## config.mk

```make
export PLATFORM = sky130hd
export DESIGN_NAME = fixed_point_accumulator
export DESIGN_NICKNAME = d
export VERILOG_FILES = /design/src/rtl/cnn_fixed_pkg.sv /design/src/rtl/fixed_point_saturate.sv /design/src/rtl/fixed_point_accumulator.sv
export SDC_FILE = /design/constraint.sdc
export NUM_CORES = 1
export LEC_CHECK = 0
export BUFFER_PORTS_ARGS = -buffer_cell sky130_fd_sc_hd__buf_4
export CAP_MARGIN = 25
export CORE_MARGIN = 1
export CORE_UTILIZATION = 34
export DETAILED_ROUTE_END_ITERATION = 6
export PLACE_DENSITY_LB_ADDON = 0.12
export SYNTH_ARGS = -nofsm -noshare
export SYNTH_HDL_FRONTEND = slang
export SYNTH_HIERARCHICAL = 1
export SYNTH_SLANG_ARGS = --single-unit
```

## constraint.sdc

```tcl
create_clock -name clk -period 3 [get_ports clk]
set_clock_uncertainty 0.05 [all_clocks]
set_input_delay 0.45 -clock clk [delete_from_list [all_inputs] [get_ports clk]]
set_output_delay 0.45 -clock clk [all_outputs]
set_load 0.03 [all_outputs]
```

## src/rtl/cnn_fixed_pkg.sv

```systemverilog
// Shared fixed-point constants for the CNN datapath.
// Used by the multiplier, the saturator and the accumulator.
package cnn_fixed_pkg;

  localparam int BITSIZE   = 14;
  localparam int FRAC_BITS = 7;

  localparam int MAX_VAL = (1 << (BITSIZE - 1)) - 1;
  localparam int MIN_VAL = -(1 << (BITSIZE - 1));

  typedef logic [1:0] state_t;

  localparam state_t ST_IDLE  = 2'd0;
  localparam state_t ST_ACCUM = 2'd1;
  localparam state_t ST_ROUND = 2'd2;
  localparam state_t ST_OUT   = 2'd3;

endpackage

```

## src/rtl/fixed_point_saturate.sv

```systemverilog
// Combinational signed clamp from ACC_BITS down to BITSIZE.
// Flags when the input was outside the representable range.
module fixed_point_saturate #(
  parameter int ACC_BITS = 24,
  parameter int BITSIZE  = 14
) (
  input  logic [ACC_BITS-1:0] acc,
  output logic [BITSIZE-1:0]  result,
  output logic                clamp
);

  localparam logic [ACC_BITS-1:0] HI =
    {{(ACC_BITS-BITSIZE+1){1'b0}},
     {(BITSIZE-1){1'b1}}};
  localparam logic [ACC_BITS-1:0] LO =
    {{(ACC_BITS-BITSIZE+1){1'b1}},
     {(BITSIZE-1){1'b0}}};

  logic above;
  logic below;

  assign above = $signed(acc) > $signed(HI);
  assign below = $signed(acc) < $signed(LO);

  // clamp to the nearest rail, else truncate
  always_comb begin
    result = acc[BITSIZE-1:0];
    clamp  = 1'b0;
    if (above) begin
      result = {1'b0, {(BITSIZE-1){1'b1}}};
      clamp  = 1'b1;
    end else if (below) begin
      result = {1'b1, {(BITSIZE-1){1'b0}}};
      clamp  = 1'b1;
    end
  end

endmodule

```

## src/rtl/fixed_point_accumulator.sv

```systemverilog
// Windowed signed product accumulator with bias and saturation.
// Optional ACC_RELU_EN: negative results are forced to zero.
module fixed_point_accumulator
  import cnn_fixed_pkg::*;
#(
  parameter int BITSIZE   = cnn_fixed_pkg::BITSIZE,
  parameter int FRAC_BITS = cnn_fixed_pkg::FRAC_BITS,
  parameter int NUM_TERMS = 9,
  parameter int ACC_BITS  = 24,
  parameter int CNT_W     = 4
) (
  input  logic               clk,
  input  logic               rst,
  input  logic               start_flag,
  input  logic [BITSIZE-1:0] mul_result,
  input  logic               mul_valid,
  input  logic [BITSIZE-1:0] bias,
  input  logic               out_ready,
  output logic [BITSIZE-1:0] acc_out,
  output logic               out_valid,
  output logic               busy,
  output logic               overflow
);

  if (NUM_TERMS < 1) begin : g_bad_terms
    $error("NUM_TERMS must be >= 1");
  end
  if ((1 << CNT_W) <= NUM_TERMS) begin : g_bad_cnt
    $error("CNT_W too small for NUM_TERMS");
  end
  if (ACC_BITS < BITSIZE + $clog2(NUM_TERMS + 1))
  begin : g_bad_acc
    $error("ACC_BITS too small");
  end
  if (FRAC_BITS >= BITSIZE) begin : g_bad_frac
    $error("FRAC_BITS must be < BITSIZE");
  end

  localparam logic [CNT_W-1:0] LAST =
    CNT_W'(NUM_TERMS - 1);

  state_t               state;
  logic [ACC_BITS-1:0]  acc;
  logic [CNT_W-1:0]     count;
  logic [ACC_BITS-1:0]  bias_ext;
  logic [ACC_BITS-1:0]  mul_ext;
  logic [BITSIZE-1:0]   sat_res;
  logic                 sat_clamp;
  logic [BITSIZE-1:0]   round_val;
  logic                 handshake;

  assign bias_ext = {{(ACC_BITS-BITSIZE){bias[BITSIZE-1]}},
                     bias};
  assign mul_ext  = {{(ACC_BITS-BITSIZE){mul_result[BITSIZE-1]}},
                     mul_result};

  assign handshake = out_valid && out_ready;
  assign busy      = (state != ST_IDLE);

  fixed_point_saturate #(
    .ACC_BITS (ACC_BITS),
    .BITSIZE  (BITSIZE)
  ) u_sat (
    .acc    (acc),
    .result (sat_res),
    .clamp  (sat_clamp)
  );

`ifdef ACC_RELU_EN
  assign round_val = sat_res[BITSIZE-1] ? '0 : sat_res;
`else
  assign round_val = sat_res;
`endif

  // window sequencing, accumulation and result register
  always_ff @(posedge clk or negedge rst) begin
    if (!rst) begin
      state     <= ST_IDLE;
      acc       <= '0;
      count     <= '0;
      acc_out   <= '0;
      out_valid <= 1'b0;
      overflow  <= 1'b0;
    end else begin
      unique case (1'b1)
        (state == ST_IDLE): begin
          if (start_flag) begin
            acc   <= bias_ext;
            count <= '0;
            state <= ST_ACCUM;
          end
        end
        (state == ST_ACCUM): begin
          if (mul_valid) begin
            acc   <= acc + mul_ext;
            count <= count + 1'b1;
            if (count == LAST) begin
              state <= ST_ROUND;
            end
          end
        end
        (state == ST_ROUND): begin
          acc_out   <= round_val;
          overflow  <= overflow | sat_clamp;
          out_valid <= 1'b1;
          state     <= ST_OUT;
        end
        (state == ST_OUT): begin
          if (handshake) begin
            out_valid <= 1'b0;
            if (start_flag) begin
              acc   <= bias_ext;
              count <= '0;
              state <= ST_ACCUM;
            end else begin
              state <= ST_IDLE;
            end
          end
        end
        default: state <= ST_IDLE;
      endcase
    end
  end

endmodule
```

# Word level (Yosys, flattened, before mapping)
# Index checks and enable logic that the tools add are counted.
[classes]
n_addsub = 2
n_lt_le_gt_ge = 2
eq_ne = 8
n_mux = 20
bitwise_logic = 1
n_reduce_logical = 8
[op_table]
columns = ["operator", "count"]
rows = [
  ["two-way mux 24 bit", 3],
  ["case mux 24 bit (3 select lines)", 1],
  ["two-way mux 14 bit", 2],
  ["adder 24 bit", 1],
  ["greater-than comparator 24 x 14 -> 1 bit, second input constant", 1],
  ["< comparator 24 x 14 -> 1 bit, second input constant", 1],
  ["two-way mux 4 bit", 3],
  ["case mux 4 bit (3 select lines)", 1],
  ["two-way mux 2 bit", 4],
  ["case mux 2 bit (4 select lines)", 1],
  ["!= test 2 bit, second input constant", 3],
  ["adder 4 x 1 -> 4 bit, second input constant", 1],
  ["equality test 2 bit, second input constant", 2],
  ["equality test 4 bit, second input constant", 1],
  ["two-way mux 1 bit", 4],
  ["AND reduction 4 bit", 1],
  ["nonzero test 2 bit", 2],
  ["AND reduction 3 bit", 1],
  ["nonzero test 3 bit", 1],
  ["equality test 2 x 1 -> 1 bit, second input constant", 1],
  ["logical NOT 2 bit", 1],
  ["!= test 2 x 1 -> 1 bit, second input constant", 1],
  ["case mux 1 bit (2 select lines)", 1],
  ["AND reduction 2 bit", 1],
  ["other kinds (2)", 2],
]
[totals]
ff_bits = 46
inputBits = 33
out_inout_bits = 17
word_cells = 47

# Logic depth before layout (Yosys ltp)
[depth]
word_depth = 4
depth_mapped = 10

# By module
# Netlist, hierarchy kept.
[by_module_without_submodules]
columns = ["mod", "n_inst", "cells_per_inst", "area_per_inst_um2", "seq_area_each_um2"]
rows = [
  ["fixed_point_accumulator", 1, 340, 3166.8, 1151.1],
  ["fixed_point_saturate", 1, 44, 301.5, 0.0],
]

# Least setup slack after synthesis
# No wires, ideal clock.
[synth_path]
kind = "input to register"
startpoint = "in mul_result[4]"
endpoint = "reg acc[23]"
arrival_time_ps = 2248
t_required_ps = 2871
slack_ps = 623
stages = 8
n_path_buf = 0
cell_sequence = "ha_1 a21o_1 a31o_1 o211a_1 o31a_1 a41oi_2 xnor2_1 mux2i_1"
[synth_via]
elab_chain_len = 3
[synth_rtl]
columns = ["element", "line", "rtl"]
rows = [
  ["start: declaration", "fixed_point_accumulator.sv:15", "input logic [BITSIZE-1:0] mul_result,"],
  ["adder 24 bit", "fixed_point_accumulator.sv:95", "acc <= acc + mul_ext;"],
  ["two-way mux 24 bit", "fixed_point_accumulator.sv:94", "if (mul_valid) begin"],
  ["case mux 24 bit (3 select lines)", "fixed_point_accumulator.sv:85", "unique case (1'b1)"],
  ["end signal: assignment", "fixed_point_accumulator.sv:88", "acc <= bias_ext;"],
  ["end signal: assignment", "fixed_point_accumulator.sv:95", ""],
  ["end signal: assignment", "fixed_point_accumulator.sv:112", "acc <= bias_ext;"],
  ["end: declaration", "fixed_point_accumulator.sv:43", "logic [ACC_BITS-1:0] acc;"],
]
# No other way between the ends. The select of a mux whose other input is x is not followed.
# A chain may end at the register's enable or synchronous reset.

# Worst setup path after layout
[layout_path]
startpoint = "reg acc[12]"
endpoint = "reg acc[23]"
[layout_via]
elab_chain_len = 3
[layout_rtl]
columns = ["element", "line"]
rows = [
  ["adder 24 bit", "fixed_point_accumulator.sv:95"],
  ["two-way mux 24 bit", "fixed_point_accumulator.sv:94"],
  ["case mux 24 bit (3 select lines)", "fixed_point_accumulator.sv:85"],
]
# No other way between the ends. The select of a mux whose other input is x is not followed.

==> run metrics <==
fraction of layout cells with a size suffix above 1 around 19%; H-Tree Depth 2; Via Count 2997; M3 GR Usage roughly 1.7%; Final Non-Filler Cells between 500 and 600; Starting Density 35.3%; Root Buffer clkbuf_8; initial DRC count 81; final number of setup-violating endpoints 0; final hold violation count 0; status completed; number of synthesized register bits 46; Period Utilization, post-route a little under nine tenths; worst skew pair latency 300 ps; CTS Hold Bufs 0; worst-path fanout max 7; Worst-path clk slew about 90 ps; Max VDD drop about 0.42 mV; Worst R2R Setup Slack 440 ps; die span in x 103 um; Leak Pwr 1.76 nW; first-pass GRT wire length 15.0 mm; HPWL Detailed between 6 and 7 mm; RSZ-0062 raised after global routing no; CTS Buf Count 5; Worst EP required between 3000 and 4000 ps; slowest stage delay, CP around 470 ps; I/O pin count 50; pin count of the biggest net entering global routing 47; GP Congestion between 0.8 and 0.9; met1 Track Usage GR a little over a quarter; CORE AREA between 9000 and 10000 sq um; syn_area_per_cell 9.03 sq um; Layout Utilization 41.1%; stages on the worst setup path 8; clock sink count 46; WL/cell between 15 and 20 um; Worst Path Buf+Inv 0; syn_nets ~450; FF-to-FF End acc[23]$_DFFE_PN0P_; crit-path leading delay family compound AO/OA/AOI/OAI gates; max-cap violation count 0; Rel. slew slack between 50% and 60%; Crit. Startpoint acc[12]$_DFFE_PN0P_; Synth async-reset ratio 100%; gr busiest metal met2; number of global-route vias before repair 2855; slowest CP cell dfrtp_1; Arr. time, crit path ~2700 ps; Die Ht about 100 um; worst slew pin tran between 600 and 700 ps; Synth cell types 52; antenna viol nets, final 0; sequential cell area fraction in the yosys report 33.2%; commonest non-fill, non-tap cell in the layout buf_4; M2 GR Usage 30.1%; Critical Path Start Type flop; synthesized area 3470 sq um; Pwr Density approximately 1100 nW/um^2; cts repair resizes 0; Post-CTS Setup Bufs 0; DRT Pass-1 Iters 6; Post-DP Area between 3000 and 4000 sq um; diodes inserted 0; clock buffer depth 2; CTS tree built; top_reg_cell synth dfrtp_1; # DRC 0; CP endpoint kind flop; CP Class reg -> reg; Post-Route WL 9.09 mm; worst-path cell chain ha_1 > a21oi_1 > o211ai_1 > a2111oi_0 > o21bai_1 > a41oi_2 > xnor2_1 > mux2i_1; All-Layer GR Usage between 10% and 20%; port bufs 49; number of antenna violations at the first check in global routing 0; YS warnings 6; Synth Instances 384; Fmax achieved around 390 MHz; Slew Viols, Final 0; synthesis-to-finish area growth 16.5%; Worst R2R Path Depth 8; fin area 4040 sq um; Final nets 488; placed cell count around 550; Rows 36; Final Critical Period roughly 2600 ps; most frequent cells in the layout 55 x buf_4, 46 x dfrtp_1, 39 x a21oi_1; Hold Path Class in -> async; Post-synth EDFFs 0; setup TNS 0 ps; via/cell ratio approximately 5.4; grt total ovfl 0; RR Startpoint acc[12]$_DFFE_PN0P_; Die ar. ~11000 sq um
power breakdown:
group	internal (mW)	leakage, nW	switching, mW
Sequential	0.925	0.549	0.335
Clock	0.165	0.0452	0.224
Combinational	1.26	1.17	1.62
Total	2.35	1.76	2.18
synth_stat cells (all sizes together), types with 2 or more instances:
cell,count,area share (%)
a21oi,39,5.6
mux2,15,4.9
and3,4,0.72
o211ai,2,0.43
a211oi,3,0.65
a41oi,2,0.94
mux2i,11,3.2
o31ai,2,0.43
a2bb2oi,13,3.3
nand2,32,3.5
a21boi,4,0.87
buf,10,1.6
xor2,7,1.8
o2111ai,2,0.51
nor4,3,0.54
a21o,4,0.87
a311oi,2,0.69
nor2,17,1.8
clkbuf,11,1.2
xnor2,11,2.8
and4,3,0.76
or3,3,0.54
dfrtp,46,33
nand3,5,0.72
a31oi,4,0.72
and2,2,0.36
o21ai,35,5.1
ha,29,10
nor3,2,0.43
nor2b,5,0.90
inv,14,1.5
nand2b,2,0.36
nor3b,3,0.65
nand4,16,2.9
o21a,4,0.87
o21bai,6,1.3
cell families after synthesis:
| family | share of synthesized area [%] |
|---|---|
| buffers and inverters | 4.26 |
| multiplexers | 8.04 |
| adder cells (fa/ha/maj) | 11.0 |
| XOR/XNOR | 4.55 |
| AND/OR/NAND/NOR | 14.4 |
| AO/OA/AOI/OAI | 24.5 |
| flip-flops | 33.2 |
layout make-up:
| cell class | count | area, sq um |
|---|---|---|
| fill | 1043 | 5780 |
| clock inverter | 2 | 13.8 |
| multi-input combinational | 303 | 2170 |
| inverter | 14 | 52.6 |
| tap | 133 | 166 |
| timing repair buffer | 55 | 413 |
| sequential | 46 | 1150 |
| clock buffer | 6 | 72.6 |
metal layers:
layer	share of wire, %	up-vias
li1	-	1510
met1	52	1420
met2	44	60
met3	3.3	7
met4	1.1	0
met5	0	-
flip-flops by register name, indices dropped and copies added, names as in the netlist:
register and flops:
acc_out 14, state 2, acc 24, overflow 1, count 4, out_valid 1
worst max-delay path by stage:
| stage | to | slack [ps] |
|---|---|---|
| after detailed placement | acc[23]$_DFFE_PN0P_ | 360 |
| final | acc[23]$_DFFE_PN0P_ | 440 |
| after global placement | acc[23]$_DFFE_PN0P_ | 400 |
| after floorplan | acc[23]$_DFFE_PN0P_ | 620 |
| after CTS | acc[23]$_DFFE_PN0P_ | 480 |
| after global routing | acc[23]$_DFFE_PN0P_ | 190 |
through the flow:
step                worst slack [ps]  hold WS [ps]  total power [mW]
detailed placement               364           400              4.15
global route                     191           149              4.98
floorplan                        623           104              3.35
global placement                 397           390              4.13
CTS                              475           133              4.56
finish                           437           115              4.53
Note: power is estimated with default switching activity, not from simulation.
